[config.mk]
export PLATFORM = sky130hd
export DESIGN_NAME = feistel_scanchain_core
export DESIGN_NICKNAME = d
export VERILOG_FILES = /design/src/rtl/feistel_pkg.sv /design/src/rtl/feistel_round.sv /design/src/rtl/feistel_scanchain_core.sv
export SDC_FILE = /design/constraint.sdc
export NUM_CORES = 1
export LEC_CHECK = 0
export CELL_PAD_IN_SITES_DETAIL_PLACEMENT = 1
export CELL_PAD_IN_SITES_GLOBAL_PLACEMENT = 1
export CORE_MARGIN = 2
export CORE_UTILIZATION = 42
export DETAILED_ROUTE_END_ITERATION = 10
export PLACE_DENSITY_LB_ADDON = 0.1
export SLEW_MARGIN = 30
export SYNTH_ARGS = -nofsm -noshare
export SYNTH_HDL_FRONTEND = slang
export SYNTH_SLANG_ARGS = --single-unit
export TNS_END_PERCENT = 1
[constraint.sdc]
create_clock -name clk -period 5.4 [get_ports clk]
set_input_delay 1.08 -clock clk [delete_from_list [all_inputs] [get_ports clk]]
set_output_delay 1.08 -clock clk [all_outputs]
set_load 0.05 [all_outputs]
[src/rtl/feistel_pkg.sv]
// Shared types and arithmetic for the Feistel scan-chain core.
// Latency: n/a (pure functions and types only).
// Backpressure: n/a.
// Contents: FSM state type, rotate amount, rotl helper, round function F
// and round-key schedule. Functions work on a MAX_HALF-wide word and mask
// to the live half-width, so one package serves every WIDTH instance.
package feistel_pkg;

  typedef enum logic [1:0] {
    IDLE  = 2'd0,
    RUN   = 2'd1,
    FLUSH = 2'd2
  } state_t;

  localparam int ROT_AMT  = 3;
  localparam int MAX_HALF = 128;

  typedef logic [MAX_HALF-1:0] word_t;

  function automatic word_t half_mask(input int half);
    // For half == MAX_HALF the shift yields 0 and 0-1 wraps to all ones.
    return (word_t'(1) << half) - word_t'(1);
  endfunction

  function automatic word_t rotl(input word_t x, input int amt, input int half);
    word_t mask;
    word_t xm;
    int    a;
    mask = half_mask(half);
    xm   = x & mask;
    a    = amt % half;
    if (a == 0) begin
      return xm;
    end
    return ((xm << a) | (xm >> (half - a))) & mask;
  endfunction

  // F(R,K) = rotl(R^K, 3) ^ ((R+K) mod 2^half)
  function automatic word_t feistel_f(input word_t r, input word_t k, input int half);
    word_t mask;
    mask = half_mask(half);
    return (rotl(r ^ k, ROT_AMT, half) ^ ((r + k) & mask)) & mask;
  endfunction

  // Decrypt walks the key schedule backwards so the same round datapath
  // inverts an encryption.
  function automatic word_t round_key(input word_t key, input int idx, input int rounds,
                                      input logic enc, input int half);
    return rotl(key, enc ? idx : (rounds - 1 - idx), half);
  endfunction

endpackage

[src/rtl/feistel_round.sv]
// One combinational Feistel round: l_nxt = r, r_nxt = l ^ F(r, k).
// Latency: 0 cycles (pure combinational).
// Backpressure: n/a.
// Ports: l, r, k  - current halves and round key (WIDTH/2 bits each)
//        l_nxt, r_nxt - halves after the round
module feistel_round
  import feistel_pkg::*;
#(
  parameter int WIDTH = 64
) (
  input  logic [WIDTH/2-1:0] l,
  input  logic [WIDTH/2-1:0] r,
  input  logic [WIDTH/2-1:0] k,
  output logic [WIDTH/2-1:0] l_nxt,
  output logic [WIDTH/2-1:0] r_nxt
);

  localparam int HALF = WIDTH / 2;

  assign l_nxt = r;
  assign r_nxt = l ^ HALF'(feistel_f(word_t'(r), word_t'(k), HALF));

endmodule

[src/rtl/feistel_scanchain_core.sv]
// Iterative Feistel cipher, one round per cycle, with {L,R} on a scan chain.
// Latency: ROUNDS+1 cycles from the start-sampling edge to the done cycle.
// Backpressure: none; start is ignored unless idle, scan overrides everything.
// Ports: clk/rst (async active-high); start, encrypt_ndecrypt, starttext in;
//        finishtext, busy, done out; scan_enable, scan_in in, scan_out out.
// With SCAN_SECURE=1 entering scan wipes the secret state before any shift.
module feistel_scanchain_core
  import feistel_pkg::*;
#(
  parameter int                WIDTH       = 64,
  parameter int                ROUNDS      = 16,
  parameter logic [WIDTH/2-1:0] KEY        = (WIDTH/2)'(32'h5BB7A45D),
  parameter bit                SCAN_SECURE = 1'b1
) (
  input  logic             clk,
  input  logic             rst,
  input  logic             start,
  input  logic             encrypt_ndecrypt,
  input  logic [WIDTH-1:0] starttext,
  output logic [WIDTH-1:0] finishtext,
  output logic             busy,
  output logic             done,
  input  logic             scan_enable,
  input  logic             scan_in,
  output logic             scan_out
);

  localparam int HALF = WIDTH / 2;

  state_t            state_q, state_d;
  logic [HALF-1:0]   l_q, l_d, r_q, r_d;
  logic [7:0]        cnt_q, cnt_d;
  logic              mode_q, mode_d;
  logic [WIDTH-1:0]  ft_q, ft_d;
  logic              done_q, done_d;

  logic [HALF-1:0]   rkey;
  logic [HALF-1:0]   l_rnd, r_rnd;
  logic [WIDTH-1:0]  chain;

  assign chain = {l_q, r_q};
  assign rkey  = HALF'(round_key(word_t'(KEY), int'(cnt_q), ROUNDS, mode_q, HALF));

  feistel_round #(.WIDTH(WIDTH)) u_round (
    .l     (l_q),
    .r     (r_q),
    .k     (rkey),
    .l_nxt (l_rnd),
    .r_nxt (r_rnd)
  );

  always_comb begin
    state_d = state_q;
    l_d     = l_q;
    r_d     = r_q;
    cnt_d   = cnt_q;
    mode_d  = mode_q;
    ft_d    = ft_q;
    done_d  = 1'b0;

    if (scan_enable) begin
      // Any state other than FLUSH means scan just rose: wipe first, shift later.
      if (SCAN_SECURE && (state_q != FLUSH)) begin
        state_d = FLUSH;
        l_d     = '0;
        r_d     = '0;
        cnt_d   = '0;
        ft_d    = '0;
      end else begin
        {l_d, r_d} = {chain[WIDTH-2:0], scan_in};
      end
    end else begin
      case (state_q)
        IDLE: begin
          if (start) begin
            l_d     = starttext[WIDTH-1:HALF];
            r_d     = starttext[HALF-1:0];
            cnt_d   = '0;
            mode_d  = encrypt_ndecrypt;
            state_d = RUN;
          end
        end
        RUN: begin
          l_d   = l_rnd;
          r_d   = r_rnd;
          cnt_d = cnt_q + 8'd1;
          if (cnt_q == 8'(ROUNDS - 1)) begin
            // Final half-swap so decrypt can reuse the same round structure.
            ft_d    = {r_rnd, l_rnd};
            done_d  = 1'b1;
            state_d = IDLE;
          end
        end
        FLUSH:   state_d = IDLE;
        default: state_d = IDLE;
      endcase
    end
  end

  always_ff @(posedge clk or posedge rst) begin
    if (rst) begin
      state_q <= IDLE;
      l_q     <= '0;
      r_q     <= '0;
      cnt_q   <= '0;
      mode_q  <= 1'b1;
      ft_q    <= '0;
      done_q  <= 1'b0;
    end else begin
      state_q <= state_d;
      l_q     <= l_d;
      r_q     <= r_d;
      cnt_q   <= cnt_d;
      mode_q  <= mode_d;
      ft_q    <= ft_d;
      done_q  <= done_d;
    end
  end

  assign finishtext = ft_q;
  assign done       = done_q;
  assign busy       = (state_q == RUN);
  assign scan_out   = l_q[HALF-1];

endmodule

* Word level (Yosys, flattened, before mapping)
Index checks and enable logic that the tools add are counted.
Cells by class: div/mod/pow operators 0, shift operators 2, reduce and logical (&&, ||, !) cells 11, multiplexer cells 28, $add $sub $neg 4, bitwise logic cells 7, multiply operators 0, order comparisons 0, equality and inequality tests 6
Operators with widths (count):
- 2-to-1 mux 32 bit | 9
- 2-to-1 mux 64 bit | 4
- one-hot mux 32 bit (2 select lines) | 2
- XOR 32 bit | 3
- adder 32 bit | 1
- zero test 32 bit | 1
- bitwise OR 32 x 3 -> 32 bit | 1
- bitwise OR 32 bit | 1
- << shifter 31 x 32 -> 32 bit (first input constant) | 1
- >> shifter 31 x 32 -> 32 bit (first input constant) | 1
- 2-to-1 mux 8 bit | 3
- one-hot mux 8 bit (2 select lines) | 1
- AND reduction 3 bit | 4
- subtractor 4 x 8 -> 9 bit (first input constant) | 1
- adder 8 x 1 -> 8 bit (second input constant) | 1
- equality test 8 x 4 -> 1 bit (second input constant) | 1
- 2-to-1 mux 2 bit | 4
- subtractor 7 x 6 -> 8 bit (first input constant) | 1
- OR reduction 5 bit | 1
- 2-to-1 mux 1 bit | 4
- one-hot mux 2 bit (2 select lines) | 1
- nonzero test 2 bit | 2
- != test 3 x 1 -> 1 bit (second input constant) | 1
- != test 3 bit (second input constant) | 1
- 8 further kinds | 8
Word-level totals: memory bits (read-only) 0, input port bits 70, memory bits (writable) 0, bits in latches 0, register bits 140, memories 0

* Depth between registers and ports, before layout
depth after elaboration 15, depth in mapped cells 24, depth with buffers taken out 22

* Hierarchy
A second synthesis with hierarchy kept.
Second synthesis, totals: cell total of the unflattened synthesis 1523, area total of the unflattened synthesis 12380.6 um^2
Modules (own cells, without submodules):
- feistel_scanchain_core | cells each 1165, sequential area each 3504.6 um^2, area each 9681.8 um^2, times used 1
- feistel_round | cells each 358, sequential area each 0.0 um^2, area each 2698.8 um^2, times used 1

* Least setup slack after synthesis
Ideal clock, no wire load.
path type reg2reg, from register mode_q, to register r_q[26], buffers on the path 2, setup time 0.126 ns, cell stages (with the launch flop) 24, arrival 4.784 ns, path slack 0.490 ns, cell sequence dfstp_2 -> nand2b_1 -> o22ai_4 -> ha_1 -> nor3_1 -> clkbuf_1 -> nand3_4 -> o21ai_2 -> o21ai_1 -> a32o_1 -> a221oi_2 -> mux2i_1 -> a22o_1 -> ha_1 -> buf_2 -> a21o_1 -> a31o_1 -> a21oi_2 -> o31ai_4 -> a311oi_2 -> o221ai_2 -> o21ai_2 -> xnor2_1 -> a221o_1
On the way: cells in the longest elaborated chain, start to end 13, elaborated cells on any way between the ends 17, those cells by class add/sub: 2; shift: 2; mux: 5; bitwise: 6; reduce/logical: 2
Ends and longest elaborated chain:
- start, declared | line feistel_scanchain_core.sv:33 | logic mode_q, mode_d;
- start signal, assigned | line feistel_scanchain_core.sv:114 | mode_q <= mode_d;
- 2-to-1 mux 32 bit * | line feistel_pkg.sv:49 | return rotl(key, enc ? idx : (rounds - 1 - idx), half);
- OR reduction 5 bit (no source line)
- bitwise AND 1 bit (no source line)
- subtractor 7 x 6 -> 8 bit | line feistel_pkg.sv:35 | return ((xm << a) | (xm >> (half - a))) & mask;
- >> shifter 31 x 32 -> 32 bit | line feistel_pkg.sv:35
- bitwise OR 32 bit | line feistel_pkg.sv:35
- 2-to-1 mux 32 bit * | line feistel_pkg.sv:35
- branches (longest 2 deep; another with adder 32 bit)
- XOR 32 bit * | line feistel_pkg.sv:42 | return (rotl(r ^ k, ROT_AMT, half) ^ ((r + k) & mask)) & mask;
- XOR 32 bit * | line feistel_round.sv:21 | assign r_nxt = l ^ HALF'(feistel_f(word_t'(r), word_t'(k), HALF));
- one-hot mux 32 bit (2 select lines) * | line feistel_scanchain_core.sv:73 | case (state_q)
- 2-to-1 mux 32 bit * | line feistel_scanchain_core.sv:61 | if (scan_enable) begin
- end signal, assigned | line feistel_scanchain_core.sv:112 | r_q <= r_d;
- end, declared | line feistel_scanchain_core.sv:31 | logic [HALF-1:0] l_q, l_d, r_q, r_d;
Every way passes the cells marked *. A chain may end at the register's enable or synchronous reset.

* Final worst setup path
from register mode_q, to register r_q[24]
Same word-level chain as after synthesis.

==> results.json <==
{
  "synth-seq-area-share_pct": 31.65,
  "ys_top_cells_by_area": "dfrtp_1, a21oi_1, xnor2_1, nand2_1, o21ai_0",
  "wl_per_cell_um": 25.34,
  "leakagePower_uw": 0.005860,
  "ff2ff_setup_slack_ns": 0.25,
  "hold_slack_ns": 0.4781,
  "skew_ns": 0.01846,
  "grt_util_met3_pct": 5.052,
  "cts_buffer_depth": 2,
  "reg2reg_from": "mode_q$_DFFE_PP1P_",
  "yosysTopAreaCell": "dfrtp_1",
  "cts_sinks": 140,
  "rsz0062_at_grt": "true",
  "hold_viol_final": 0,
  "pin_count": 137,
  "fin_crit_ns": 5.149,
  "power.switching_uw": 2643,
  "fmax_ghz": 0.1942,
  "grt_pass1_wl_um": 75950,
  "slew_headroom_pct": 44.61,
  "fin_crit_sh_pct": 95.35,
  "synthMostInstantiatedCell": "a21oi_1",
  "tightest_slew_ns": 0.8204,
  "synth_top_flop_cell": "dfrtp_1",
  "setup.worst_path.class": "flip-flop to flip-flop",
  "cts_tree": "yes",
  "grt_pass1_vias": 12790,
  "synth-seq-cells": 140,
  "status": "finished, final reports clean",
  "synth_top_area_share_pct": 31.41,
  "cap_viol_max_count": 0,
  "area_growth_pct": 27.64,
  "track_usage_pct": 34.98,
  "die_h_um": 166.4,
  "synth.avg_cell_area_sq_um": 7.792,
  "num_vias": 12320,
  "cts_max_level": 4,
  "vdd_drop_max_mv": 0.2376,
  "nNetsFinal": 1693,
  "finalWeightedCongestion": 1.015,
  "yosys_warnings": 0,
  "synth_nets": 1525,
  "grt-busiest-layer": "met2",
  "power.internal_uw": 3256,
  "required_ns": 5.76,
  "vias_per_cell": 6.362,
  "cts_root_buffer": "clkbuf_16",
  "reg2reg_to": "r_q[24]$_DFFE_PP0P_",
  "drc": 0,
  "setup_viol": 0,
  "cts_buffers": 17,
  "io_buffers": 136,
  "start_kind": "flip-flop",
  "die_area_sq_mm": 0.02768,
  "met2_usage_pct": 58.88,
  "power.total_uw": 5899,
  "combPwrFrac_pct": 58.2,
  "hp-start": "finishtext[37]$_DFFE_PP0P_",
  "worstRegToRegCells": 21,
  "dp_hpwl_um": 35840,
  "core_sq_mm": 0.02598,
  "fp-row-count": 59,
  "synthesis.area_sq_mm": 0.01107,
  "drtPass1Iterations": 5,
  "p_seq_share_pct": 21.3,
  "clk_latency_ns": 0.45,
  "globalRouteMet1Util_pct": 46.03,
  "hold_class": "flip-flop to flip-flop",
  "critPathMaxFanout": 8,
  "initial_core_util_pct": 42.61,
  "synth_edf_count": 0,
  "die_width_um": 166.4,
  "swShare_pct": 44.81,
  "hold_depth": 2,
  "hold_end": "finishtext[37]$_DFFE_PP0P_",
  "drtIter0Drc": 1069,
  "grt_antenna_before_repair": 1,
  "end_kind": "flip-flop",
  "grt_max_degree": 65,
  "drt-total-wl_um": 49090,
  "drtAntennaViolNets": 0,
  "synth_cell_types": 84,
  "worst_ep_arrival_time_ns": 5.51,
  "powerDensity_mw_per_mm2": 417.4,
  "clock_power_share_pct": 20.5,
  "clk_pin_slew_ns": 0.07,
  "syn_inst": 1421,
  "yosys-top-cells-count": "a21oi_1, nand2_1, dfrtp_1, nor2_1, o21ai_0",
  "grt_overflow": 0,
  "synthArstFlopShare_pct": 100.0,
  "post_route_cells_drive_above_1_share_pct": 13.98,
  "timing.final.max_slew_violations": 0,
  "insertedDiodeCount": 0
}
==> per-stage QoR <==
stage          setup slack [ns]  utilization [%]  instance area [sq um]  cells  setup TNS, ns
6_report                 0.2512            54.39                  14130   1937              0
5_1_grt                -0.05385            54.39                  14130   1937        -0.2262
4_1_cts                 0.07681            53.85                  13990   1934              0
3_5_place_dp             0.1009            51.65                  13420   1902              0
3_3_place_gp             0.2321            51.65                  13420   1902              0
2_1_floorplan            0.4899                -                  11070   1421              0
==> power groups by stage <==
stage | sequential [uW] | combinational, uW | clock [uW]
finish | 1260 | 3430 | 1210
global route | 1260 | 3680 | 1260
CTS | 1250 | 3330 | 1220
detailed placement | 1270 | 3280 | 0
global placement | 1270 | 3220 | 0
floorplan | 1220 | 2030 | 0
==> cell families (layout without fill, tap and decap cells) <==
| group | Yosys count | after routing | share of synthesized area (%) |
|---|---|---|---|
| AO/OA/AOI/OAI | 564 | 564 | 33.37 |
| multiplexers | 4 | 4 | 0.3616 |
| flip-flops | 140 | 140 | 31.65 |
| buffers and inverters | 145 | 326 | 5.311 |
| adder cells (fa/ha/maj) | 35 | 35 | 4.000 |
| AND/OR/NAND/NOR | 431 | 431 | 17.24 |
| XOR/XNOR | 102 | 102 | 8.068 |
==> cells in the final DEF (no fill, tap or decap), types with 6 or more instances in the layout <==
master,Yosys,routed
a21oi_1,197,196
nand2_1,171,171
buf_4,0,140
dfrtp_1,139,139
clkdlybuf4s50_1,0,135
nor2_1,139,134
o21ai_0,107,104
xnor2_1,82,80
a22o_1,51,51
ha_1,33,32
nand3_1,24,24
o22ai_1,23,22
xor2_1,20,20
clkbuf_16,0,18
nor3_1,19,17
a222oi_1,17,17
o21ai_1,12,15
a21o_1,15,15
nor2b_1,13,13
nand2b_1,12,12
a22oi_1,12,12
a221oi_1,12,12
inv_1,13,11
o31ai_1,11,11
a31oi_1,10,10
and2_1,9,9
or3_1,8,8
a32o_1,8,8
o21a_1,8,8
o211ai_1,8,8
o221ai_1,8,8
a211oi_1,9,7
and3_1,6,6
or2_2,7,6
inv_8,0,6
==> per-layer routing <==
metal / part of all wire [%] / vias to the layer above / wire [um]
met1: 42 / 6203 / 20740
met3: 6.0 / 111 / 2924
met5: 0.029 / - / 14
li1: - / 5520 / -
met4: 3.6 / 2 / 1790
met2: 48 / 488 / 23620
==> worst max-delay path, stage by stage, from the launching register on <==
cell      delay (ns)
dfstp_2         0.57
nand2b_1        0.19
o22ai_4         0.10
ha_1            0.22
nor3_4          0.24
and3_1          0.35
nor2_4          0.12
a32o_1          0.28
a221oi_2        0.30
mux2i_1         0.12
a22o_1          0.23
ha_1            0.35
a21o_1          0.23
a31o_1          0.26
a21oi_4         0.19
o31ai_4         0.13
a311oi_2        0.37
buf_4           0.18
o21ai_0         0.10
xnor2_1         0.26
nand2_1         0.09
a21oi_1         0.17
==> final cells by class <==
class	instances	area, sq um
Tap cell	335	419.2
Multi-Input combinational cell	1136	7086
Timing Repair Buffer	281	2499
Clock inverter	14	142.6
Clock buffer	18	429.2
Fill cell	3121	11850
Sequential cell	140	3505
Inverter	13	53.80
==> state kept, by name, summed over array words and instances, names as in the netlist <==
| name | count |
|---|---|
| r_q | 32 |
| l_q | 32 |
| mode_q | 1 |
| finishtext | 64 |
| state_q | 2 |
| cnt_q | 8 |
| done | 1 |
==> timing repair <==
action / 4_1_cts / 5_1_grt
endpoints found under the setup margin: 0 / 30
setup buffers: 0 / 2
gates resized for setup: 0 / 22
hold buffers: 0 / 0
==> how the worst max path moves through the flow <==
stage                                   from                         end  slack [ns]  depth (start not counted)
after floorplan           mode_q$_DFFE_PP1P_         r_q[26]$_DFFE_PP0P_        0.49                         23
after global placement    mode_q$_DFFE_PP1P_         r_q[16]$_DFFE_PP0P_        0.23                         23
after detailed placement  mode_q$_DFFE_PP1P_         r_q[15]$_DFFE_PP0P_        0.10                         23
after CTS                 mode_q$_DFFE_PP1P_         r_q[15]$_DFFE_PP0P_        0.08                         23
after global routing      mode_q$_DFFE_PP1P_  finishtext[63]$_DFFE_PP0P_       -0.05                         24
final                     mode_q$_DFFE_PP1P_         r_q[24]$_DFFE_PP0P_        0.25                         21
Power figures use the tool's default switching activity.
